**src/rtl/serial_subtractor.sv**
```systemverilog
// Bit-serial subtractor: diff = a - b, LSB first, computed as a + ~b + 1 through
// one full-adder cell with a registered carry, behind a start/busy/done handshake.
module serial_subtractor #(
    parameter int WIDTH = 4,
    parameter int CNT_W = 3
) (
    input  logic             clk,
    input  logic             reset_n,
    input  logic             start,
    input  logic [WIDTH-1:0] a,
    input  logic [WIDTH-1:0] b,
    output logic             busy,
    output logic             done,
    output logic [WIDTH-1:0] diff,
    output logic             borrow_out,
    output logic             overflow
);

    typedef enum logic [1:0] {
        IDLE  = 2'd0,
        SHIFT = 2'd1,
        DONE  = 2'd2
    } state_t;

    state_t             state_q, state_d;
    logic [WIDTH-1:0]   sreg_a_q, sreg_a_d;
    logic [WIDTH-1:0]   sreg_b_q, sreg_b_d;
    logic [WIDTH-1:0]   res_q, res_d;
    logic [CNT_W-1:0]   cnt_q, cnt_d;
    logic               carry_q, carry_d;
    logic [WIDTH-1:0]   diff_q, diff_d;
    logic               borrow_q, borrow_d;
    logic               ovf_q, ovf_d;

    logic               sum_bit;
    logic               carry_next;
    logic               last_bit;

    // Full-adder cell on the current LSBs of the operand shift registers.
    assign sum_bit    = sreg_a_q[0] ^ sreg_b_q[0] ^ carry_q;
    assign carry_next = (sreg_a_q[0] & sreg_b_q[0]) | (sreg_a_q[0] & carry_q) |
                        (sreg_b_q[0] & carry_q);
    assign last_bit   = (cnt_q == CNT_W'(WIDTH - 1));

    always_comb begin
        // NOTE: every signal gets a default first so no path through this block infers a latch.
        state_d  = state_q;
        sreg_a_d = sreg_a_q;
        sreg_b_d = sreg_b_q;
        res_d    = res_q;
        cnt_d    = cnt_q;
        carry_d  = carry_q;
        diff_d   = diff_q;
        borrow_d = borrow_q;
        ovf_d    = ovf_q;

        unique case (state_q)
            IDLE, DONE: begin
                if (start) begin
                    sreg_a_d = a;
                    sreg_b_d = ~b;
                    carry_d  = 1'b1;
                    cnt_d    = '0;
                    state_d  = SHIFT;
                end else begin
                    state_d  = IDLE;
                end
            end
            SHIFT: begin
                res_d    = {sum_bit, res_q[WIDTH-1:1]};
                sreg_a_d = {1'b0, sreg_a_q[WIDTH-1:1]};
                sreg_b_d = {1'b0, sreg_b_q[WIDTH-1:1]};
                carry_d  = carry_next;
                cnt_d    = cnt_q + CNT_W'(1);
                if (last_bit) begin
                    // On the MSB, sreg_a[0] is a's sign and sreg_b[0] is the inverted sign of b.
                    diff_d   = {sum_bit, res_q[WIDTH-1:1]};
                    borrow_d = ~carry_next;
                    ovf_d    = (sreg_a_q[0] == sreg_b_q[0]) && (sum_bit != sreg_a_q[0]);
                    state_d  = DONE;
                end
            end
            default: state_d = IDLE;
        endcase
    end

    always_ff @(posedge clk or negedge reset_n) begin
        if (!reset_n) begin
            state_q  <= IDLE;
            sreg_a_q <= '0;
            sreg_b_q <= '0;
            res_q    <= '0;
            cnt_q    <= '0;
            carry_q  <= 1'b0;
            diff_q   <= '0;
            borrow_q <= 1'b0;
            ovf_q    <= 1'b0;
        end else begin
            // NOTE: non-blocking assignments so every flop samples pre-edge values.
            state_q  <= state_d;
            sreg_a_q <= sreg_a_d;
            sreg_b_q <= sreg_b_d;
            res_q    <= res_d;
            cnt_q    <= cnt_d;
            carry_q  <= carry_d;
            diff_q   <= diff_d;
            borrow_q <= borrow_d;
            ovf_q    <= ovf_d;
        end
    end

    assign busy       = (state_q == SHIFT);
    assign done       = (state_q == DONE);
    assign diff       = diff_q;
    assign borrow_out = borrow_q;
    assign overflow   = ovf_q;

endmodule

```
**config.mk**
```make
export PLATFORM = sky130hd
export DESIGN_NAME = serial_subtractor
export DESIGN_NICKNAME = d
export VERILOG_FILES = /design/src/rtl/serial_subtractor.sv
export SDC_FILE = /design/constraint.sdc
export NUM_CORES = 1
export LEC_CHECK = 0
export ABC_AREA = 1
export ABC_CLOCK_PERIOD_IN_PS = 4019
export BUFFER_PORTS_ARGS = -buffer_cell sky130_fd_sc_hd__buf_4
export CAP_MARGIN = 20
export CORE_MARGIN = 2
export CORE_UTILIZATION = 50
export CTS_BUF_LIST = sky130_fd_sc_hd__clkbuf_4 sky130_fd_sc_hd__clkbuf_8
export DETAILED_ROUTE_END_ITERATION = 16
export PLACE_DENSITY = 0.73
export RECOVER_POWER = 50
export SYNTH_ARGS = -nofsm -noshare
export SYNTH_HDL_FRONTEND = slang
export SYNTH_SLANG_ARGS = --single-unit
```
**constraint.sdc**
```tcl
create_clock -name clk -period 4.02 [get_ports clk]
set_input_delay 0.804 -clock clk [delete_from_list [all_inputs] [get_ports clk]]
set_output_delay 0.804 -clock clk [all_outputs]
set_load 0.02 [all_outputs]
```
# Word-level counts from Yosys, hierarchy flattened
# Cells that the tools add are included.
# word_totals
reg_bits	24
input_bits	11
out_inout_bits	8
wordCells	43
# op_classes
add_sub_neg	1
eq_ne	7
mux	11
n_bitwise	9
reduce_logical	6
# ops
cell	n
4-bit one-hot mux with 2 select lines	2
4-bit 2-to-1 mux	2
3-bit one-hot mux with 2 select lines	1
4-bit NOT	1
2-bit one-hot mux with 2 select lines	1
2-bit AND reduction	2
3-bit by 1-bit adder with 3-bit output, second input constant	1
1-bit bitwise AND	3
3-bit by 2-bit == test with 1-bit output, second input constant	1
3-bit 2-to-1 mux	1
2-bit by 1-bit == test with 1-bit output, second input constant	1
2-bit == test, second input constant	1
2-bit zero test	1
1-bit 2-to-1 mux	2
2-bit 2-to-1 mux	1
2-bit by 1-bit != test with 1-bit output, second input constant	1
2-bit != test, second input constant	1
1-bit OR	2
1-bit one-hot mux with 2 select lines	1
2-bit nonzero test	1
2-bit OR reduction	1
1-bit XOR	2
1-bit == test	1
1-bit logical AND	1
2 further kinds	2

# Longest topological paths before layout
# depth
ltp_word	4
mapped_depth	6
ltp_nobuf	6

# Worst setup path before layout
# No wires, ideal clock.
# synth_timing
path_type	register to output
startpoint	reg state_q[1]
endpoint	out done
t_arrival_ns	0.812
required_ns	3.216
path_slack_ns	2.404
path_stages_with_launch	3
n_path_buf	0
path_cell_list	dfrtp_1 -> inv_2 -> nor2_1
# synth_via
elab_chain_cells	1
# synth_lines
item	line_no	text
from (decl)	25	state_t state_q, state_d;
from (signal assigned)	100	state_q <= state_d;
2-bit == test	113	assign done = (state_q == DONE);
to (decl)	13	output logic done,
# No other way between the ends.

# Final worst setup path
# layout_timing
startpoint	reg state_q[1]
endpoint	reg sreg_b_q[0]
# layout_via
elab_chain_cells	4
# layout_lines
item	line_no	text
2-bit == test / 2-bit zero test (equally long branches)	57	unique case (state_q)
2-bit OR reduction	57	
2-bit != test (no source line) / 2-bit nonzero test (equally long branches)	n/a	
2-bit AND reduction (no source line)	n/a	
to (signal assigned)	102	sreg_b_q <= sreg_b_d;
to (decl)	27	logic [WIDTH-1:0] sreg_b_q, sreg_b_d;
# Parallel ways exist; a longest one is shown, timed or not.
# A chain may end at the register's enable or synchronous reset.

==> results.md <==
* Final setup fails at 0
* Largest net degree at the start of global routing at 24
* Site Rows at 17
* N_diodes at 0
* R2R Setup Slk at roughly 1.9 ns
* Worst Path Required at 4.22 ns
* DIE HEIGHT at around 52 um
* Max Cap Violations at 0
* Core ar. at between 2000 and 2500 um^2
* Leak at just over 0.0007 uW
* I/O pins at 19
* Total die area at 2730 um^2
* Clock Latency Late Sink at about 0.30 ns
* Clock transition at the registers of the reported paths at ~0.13 ns
* Status: finished clean
* Adder-cell share of the synthesized area at 4.95%
* CP Class: register to register
* Synth Area per Inst at slightly below 10 um^2
* Initial antenna violation count at 0
* Global Route Usage Sum at approximately 18%
* Proportion of synthesized area in mux cells at 0%
* Share of the yosys chip area belonging to registers at around half
* Tightest Pin Transition at 1.19 ns
* Pwr dens at 838 nW/um^2
* Final ANT Viol Nets at 0
* Post-Synth Simple-Gate Area at 26.0%
* Routed vias/inst at approximately 4.8
* Area contributors post-synth: dfrtp_1 50%, nand2_1 12%, inv_1 5.8%, nand3_2 5.2%, nand2_4 3.9%
* Number of synthesized register bits at 23
* Routed wire per std cell at ~11 um
* Starting DRC count in detailed routing at 15
* Post-Synthesis Cells at roughly 120
* Fmax at around 0.47 GHz
* CTS Hold Bufs at 0
* TritonCTS clock tree: built
* Port bufs at 18
* Area delta synth->final at 12.7%
* Final GP Congestion at just over 0.8
* Hpwl dp at 1430 um
* DRC at 0
* Sum of negative setup slack at 0 ns
* Nature of the critical path startpoint: register
* Worst Setup End Kind: register
* Num CTS Buffers at 3
* Initial Util at roughly 53%
* Largest family of logic cells by synthesized area: simple AND/OR/NAND/NOR gates
* First-pass GRT wire length at about 3500 um
* Post-layout net count at about 160
* Post-synthesis xor/xnor area fraction at 0%
* Vias in the first global route at around 800
* Yosys warns at 0
* CP max FO at 17
* Clock Path Buffers at 2
* Drt pass-1 iters at 4
* Fin crit period at 2.14 ns
* Post-CTS setup buffer count at 0
* Hold Violations, Final at 0
* Mapped cell area at ~1200 um^2
* WL final at 1900 um
* Clk root buf: clkbuf_4
* Worst Skew at 0.00821 ns
* Hold Path Class: register to register
* Yosys top cell area share at a little under 50%
* Max VDD drop at between 0.0004 and 0.0005 V
* Pins Over Slew Limit at 0
* Largest area contributor in the netlist: dfrtp_1
* CP arrival at 2.34 ns
* Die Wd at ~52 um
* Unique masters post-synth at 21
* Global route overflow at 0
* Via count at about 810
* Final non-filler cell area at about 1300 um^2
* Max-slew headroom at about a fifth
* Htree depth at 1
* Crit share post-route at a little over half
* Syn nets at roughly 140
* Compound-cell area share of the yosys netlist at 9.90%
* RSZ-0062 raised after global routing: false
* Post-CTS sizing at 0
* Share of layout cells above drive strength 1 at approximately 28%
* Clock Sinks at 23
* Cell Area, Placed at roughly 1300 um^2
## layout make-up
type,instances,area (um^2)
Clock buffer,3,22.5
Inverter,21,80.1
Fill cell,206,902
Tap cell,28,35.0
Sequential cell,23,576
Multi-Input combinational cell,75,460
Timing Repair Buffer,18,131
Clock inverter,1,5.00
## registers in the layout (all words and copies together) (netlist names)
name        count
diff            4
sreg_a_q        4
sreg_b_q        4
cnt_q           3
res_q           3
state_q         2
borrow_out      1
carry_q         1
overflow        1
## through the flow
step | total power, uW | hold WS, ns | util, % | std cells | setup slack (ns)
3_5_place_dp | 1030 | 0.471 | 58.8 | 165 | 2.33
4_1_cts | 1140 | 0.365 | 60.1 | 169 | 1.96
3_3_place_gp | 1010 | 0.462 | 58.8 | 165 | 2.36
5_1_grt | 1220 | 0.531 | 59.2 | 169 | 1.64
2_1_floorplan | 913 | 0.442 | - | 121 | 2.40
6_report | 1100 | 0.497 | 59.2 | 169 | 1.88
## final timing paths
kind                                        start                      end  cells past startpoint
max                        state_q[1]$_DFFE_PN0P_  sreg_b_q[0]$_DFFE_PN0P_                      6
min                          res_q[1]$_DFFE_PN0P_      diff[0]$_DFFE_PN0P_                      2
max reg2reg                state_q[1]$_DFFE_PN0P_  sreg_b_q[0]$_DFFE_PN0P_                      6
min reg2reg                  res_q[1]$_DFFE_PN0P_      diff[0]$_DFFE_PN0P_                      2
max in group asynchronous                 reset_n  sreg_b_q[1]$_DFFE_PN0P_                      1
min in group asynchronous                 reset_n  sreg_a_q[3]$_DFFE_PN0P_                      1
## worst max-delay path, stage by stage (launching register included)
cell      delay, ns
dfrtp_1        0.47
inv_1          0.14
nand2_1        0.35
nand2_1        0.62
clkinv_2       0.28
nand2_1        0.12
nand2_1        0.06
## synth_stat cells (all sizes together)
cell type   n
clkinv      1
a21oi       3
nand3      10
o22ai       2
ha          3
fa          1
o21ai       9
buf         2
inv        20
dfrtp      23
nor2        5
nand2      42
## kinds of logic after synthesis
family,count (synthesis)
AOI/OAI and AO/OA,14
and+or+nand+nor,57
adders and majority gates,4
DFF,23
buffers and inverters,23
## where the power goes
part | leakage (uW) | internal [uW] | switching [uW]
clock | 0.0000177 | 37.0 | 66.5
sequential | 0.000286 | 340 | 65.8
combinational | 0.000410 | 222 | 367
total | 0.000714 | 599 | 499
## metal layers
layer | wire (um) | track usage (%) | vias up
li1 | - | - | 413
met1 | 860 | 23.2 | 379
met2 | 932 | 29.3 | 17
met3 | 90 | 3.43 | 2
met4 | 13 | 5.13 | 0
met5 | 0 | 0 | -
## placed cells by master (no fill, tap or decap)
| cell | count |
|---|---|
| nand3_2 | 6 |
| o21ai_1 | 1 |
| nor2_1 | 4 |
| clkbuf_1 | 1 |
| nand2_4 | 2 |
| nand2_1 | 40 |
| clkinv_2 | 2 |
| dfrtp_1 | 23 |
| a21oi_4 | 1 |
| inv_2 | 1 |
| o21ai_2 | 4 |
| a21oi_2 | 1 |
| buf_4 | 17 |
| o22ai_2 | 2 |
| fa_1 | 1 |
| clkbuf_4 | 3 |
| o21ai_0 | 4 |
| a21oi_1 | 1 |
| ha_1 | 3 |
| nand3_1 | 4 |
| inv_1 | 19 |
| nor2_8 | 1 |
No activity file was read; power rests on OpenSTA's default activity.
